File: src/rtl/fetch_unit.sv
// Instruction fetch unit: walks the program counter, requests instruction words
// from memory and presents them to the decoder, with redirect support via R7 writes.
module fetch_unit (
    input  logic        clk,
    input  logic        rst,
    input  logic        pc_inc,
    input  logic        pc_wr_en,
    input  logic [15:0] pc_wr_data,
    input  logic        imem_ack,
    input  logic [15:0] imem_data,
    output logic        imem_req,
    output logic [15:0] imem_addr,
    output logic [15:0] inst,
    output logic        inst_valid,
    output logic [15:0] pc
);

    typedef enum logic [1:0] {
        IDLE  = 2'd0,
        FETCH = 2'd1,
        EXEC  = 2'd2
    } state_t;

    state_t      state;
    logic        pend;
    logic [15:0] pend_addr;
    logic [15:0] wr_target;

    // Redirect targets are forced halfword-aligned so pc bit 0 never becomes 1.
    assign wr_target = pc_wr_data & 16'hFFFE;
    assign imem_addr = pc;

    // NOTE: every register here uses <= so all next-state decisions read the
    // values from before the edge, regardless of statement order.
    always_ff @(posedge clk or posedge rst) begin
        if (rst) begin
            state      <= IDLE;
            pc         <= 16'h0000;
            inst       <= 16'h0000;
            inst_valid <= 1'b0;
            imem_req   <= 1'b0;
            pend       <= 1'b0;
            pend_addr  <= 16'h0000;
        end else begin
            case (state)
                IDLE: begin
                    state    <= FETCH;
                    imem_req <= 1'b1;
                end

                FETCH: begin
                    if (imem_ack) begin
                        if (pc_wr_en) begin
                            // A redirect on the ack edge wins over any older pending target.
                            pc   <= wr_target;
                            pend <= 1'b0;
                        end else if (pend) begin
                            pc   <= pend_addr;
                            pend <= 1'b0;
                        end else begin
                            inst       <= imem_data;
                            inst_valid <= 1'b1;
                            imem_req   <= 1'b0;
                            state      <= EXEC;
                        end
                    end else if (pc_wr_en) begin
                        // Address must stay stable until ack, so park the target.
                        pend      <= 1'b1;
                        pend_addr <= wr_target;
                    end
                end

                EXEC: begin
                    if (pc_wr_en) begin
                        pc         <= wr_target;
                        inst_valid <= 1'b0;
                        imem_req   <= 1'b1;
                        state      <= FETCH;
                    end else if (pc_inc) begin
                        pc         <= pc + 16'd2;
                        inst_valid <= 1'b0;
                        imem_req   <= 1'b1;
                        state      <= FETCH;
                    end
                end

                default: begin
                    state      <= IDLE;
                    inst_valid <= 1'b0;
                    imem_req   <= 1'b0;
                    pend       <= 1'b0;
                end
            endcase
        end
    end

endmodule

File: config.mk
export PLATFORM = sky130hd
export DESIGN_NAME = fetch_unit
export DESIGN_NICKNAME = d
export VERILOG_FILES = /design/src/rtl/fetch_unit.sv
export SDC_FILE = /design/constraint.sdc
export NUM_CORES = 1
export LEC_CHECK = 0
export CORE_UTILIZATION = 42
export CTS_CLUSTER_DIAMETER = 120
export DETAILED_ROUTE_END_ITERATION = 10
export GPL_TIMING_DRIVEN = 0
export PLACE_DENSITY = 0.76
export SKIP_LAST_GASP = 1
export SLEW_MARGIN = 10
export SYNTH_ARGS = -nofsm -noshare
export SYNTH_HDL_FRONTEND = slang
export SYNTH_SLANG_ARGS = --single-unit
File: constraint.sdc
create_clock -name clk -period 1.7 [get_ports clk]
set_input_delay 0.34 -clock clk [delete_from_list [all_inputs] [get_ports clk]]
set_output_delay 0.34 -clock clk [all_outputs]
set_load 0.05 [all_outputs]
==> run summary <==
status - complete, but fails checks
failing checks - design-rule violations, negative setup slack
grt ovf - 0
sequential area share after synthesis - 45.3%
Synth area leaders - dfrtp_1 45%, mux2_2 13%, buf_4 5.1%
DP HPWL - 5020 µm
Critical Setup Path Class - reg2reg
Avg Inst Size Synth - 10.9 µm²
worst r2r src - state[1]
YS warnings - 0
CP endpoint - inst[4]
maxcap violations - 0
CTS H-tree depth - 2
via/cell ratio - 5.59
Worst-Margin Slew - 512 ps
crit-path cells - nand3b_1, or3_1, buf_6, buf_6, mux2_2
Port Buffer Count - 83
FP Rows - 29
Die ar. - 7050 µm²
die span in x - 83.9 µm
Vias - 2472
FF-to-FF path depth - 5
CP top delay family - simple AND/OR/NAND/NOR gates
hold slack - 349 ps
cell taking the most area after synthesis - dfrtp_1
TritonCTS clock tree - done
DRC violations left - 12
Worst Path Buf+Inv - 2
Critical Path Source Type - flip-flop
critical path depth in cells - 5
post-synthesis cell type count - 55
final WL - 7200 µm
number of synthesized register bits - 51
Netlist Area Pre-Place - 2820 µm²
Synth Flop Type - dfrtp_1
Max Freq - 0.587 GHz
Antenna Nets Post-Route - 0
crit end category - flip-flop
Slew HR - 66.0%
worst setup slack after layout - -2.92 ps
Fillers - 539
share of layout cells above drive strength 1 - 36.2%
total CTS buffers - 5
asr flop ratio synth - 100%
crit path from - state[1]
Post-synth EDFFs - 0
Synth top area share - 45.3%
Peak VDD IR - 1060 µV
CTS sink cnt - 51
Slowest-stage cell, CP - dfrtp_1
CP Max Fanout - 10
R2R Setup Slk - -3 ps
RSZ-0062 raised after global routing - true
clk slew on worst S/H paths - 90 ps
Fin. Hold Viols - 0
Layout area overhead - 43.7%
first-pass GRT wire length - 11600 µm
Pre-antenna DRT Iters - 7
number of global-route vias before repair - 2449
fin crit share - 100%
Synth top cells by count - 51 x dfrtp_1, 33 x mux2_2, 19 x buf_4
WL per Instance - 16.3 µm
leakage - 1.76 nW
pwr/cell area - 1960 nW/µm²
min cycle time layout - 1700 ps
worst skew pair latency - 320 ps
DIE HEIGHT - 83.9 µm
most used cell, CP - buf_6
count leader, synth - dfrtp_1
Worst EP arrival - 1910 ps
IO Pins - 87
clk_skew - 6.47 ps
Critical Path RT - 1910 ps
core area - 6420 µm²
Post-Synthesis Cells - 259
initial antenna violation count - 0
clock buffer depth - 2
GPL Wtd Cong - 0.910
clock root cell - clkbuf_8
Slew Viols, Final - 0
pre-CTS setup slack - -681 ps
pin count of the biggest net entering global routing - 32
crit-path max cell delay - 400 ps
gr usage total - 20.6%
Initial DRC Count - 190
Ant. Diodes - 0
Reg2Reg Capture Point - inst[4]
fin nets - 402
final setup violation count - 6
HP Class - in2async
Initial Utilization - 43.9%
## per-stage QoR
stage	utilization (%)	total power, mW	std cells	cell area [µm²]	TNS, ps
2_1_floorplan	-	5.60	260	2850	-25.7
3_3_place_gp	58.9	7.05	420	3780	-64700
3_5_place_dp	59.2	7.14	421	3800	-20960
4_1_cts	61.5	7.82	431	3950	-158
5_1_grt	63.1	8.29	442	4050	-389
6_report	63.1	7.92	442	4050	-7.54
## how the worst min path moves through the flow
stage / from / to / cells past startpoint
finish: rst / pend_addr[2] / 2
global route: rst / pend_addr[1] / 2
floorplan: pend_addr[6] / pend_addr[6] / 1
CTS: rst / pend_addr[2] / 2
detailed placement: pend_addr[6] / pend_addr[6] / 1
global placement: pend_addr[11] / pend_addr[11] / 1
## cell usage in the layout (no fill, tap or decap), types with 9 or more instances in the layout
| cell | synthesis | layout |
|---|---|---|
| nand2_1 | 11 | 11 |
| buf_4 | 19 | 34 |
| dfrtp_1 | 51 | 43 |
| dlygate4sd2_1 | 0 | 29 |
| clkdlybuf4s15_2 | 0 | 9 |
| clkdlybuf4s50_1 | 0 | 33 |
| buf_6 | 3 | 9 |
| mux2_2 | 33 | 33 |
## area by class of cell
class                           count  area, µm²  share of cell area, %
Buffer                             36        305                   7.54
Inverter                            6       22.5                  0.556
Clock buffer                        6       72.6                   1.79
Tap cell                           77       96.3                   2.38
Multi-Input combinational cell    167       1330                   32.7
Timing Repair Buffer               97        883                   21.8
Sequential cell                    51       1290                   31.7
Clock inverter                      2       60.1                   1.48
## cell families (layout without fill, tap and decap cells)
| logic type | after synthesis | in the layout | synth area share (%) |
|---|---|---|---|
| and+or+nand+nor | 66 | 66 | 13.9 |
| AOI/OAI and AO/OA | 60 | 60 | 15.9 |
| DFF | 51 | 51 | 45.3 |
| buffers and inverters | 42 | 147 | 9.49 |
| muxes | 35 | 35 | 13.9 |
| xor gates and xnor gates | 3 | 3 | 0.932 |
| adders and majority gates | 1 | 1 | 0.444 |
| other | 1 | 2 | 0.133 |
## sequential cells by signal, indices dropped and copies added, names as in the netlist
signal	count
inst	16
imem_addr	15
pend_addr	15
state	2
imem_req	1
inst_valid	1
pend	1
## worst reg2reg max path, delay by kind of cell, from the launching register on
kind	cells	cell delay, ps
muxes	1	270
buffers and inverters	2	300
DFF	1	400
and+or+nand+nor	2	630
## timing repair
item,in CTS,in global routing
resized for setup,86,32
gates cloned,0,1
endpoints found under the setup margin,85,40
pin swaps,1,3
hold buffers,0,0
setup buffers,2,10
## routing by layer
metal / vias to the layer above / wire length [µm] / share of wire (%) / track usage (%)
met2: 113 / 3420 / 47 / 32.0
met1: 1197 / 3020 / 42 / 27.1
met4: 0 / 125 / 1.7 / 8.15
met5: - / 0 / 0 / 0
li1: 1148 / - / - / -
met3: 14 / 639 / 8.9 / 5.84
## power by group
group / leakage [nW] / internal, mW / switching [mW] / total [mW]
Sequential: 0.600 / 1.77 / 0.498 / 2.26
Clock: 0.0654 / 0.588 / 0.424 / 1.01
Combinational: 1.09 / 1.68 / 2.97 / 4.65
Note: power is estimated with default switching activity, not from simulation.
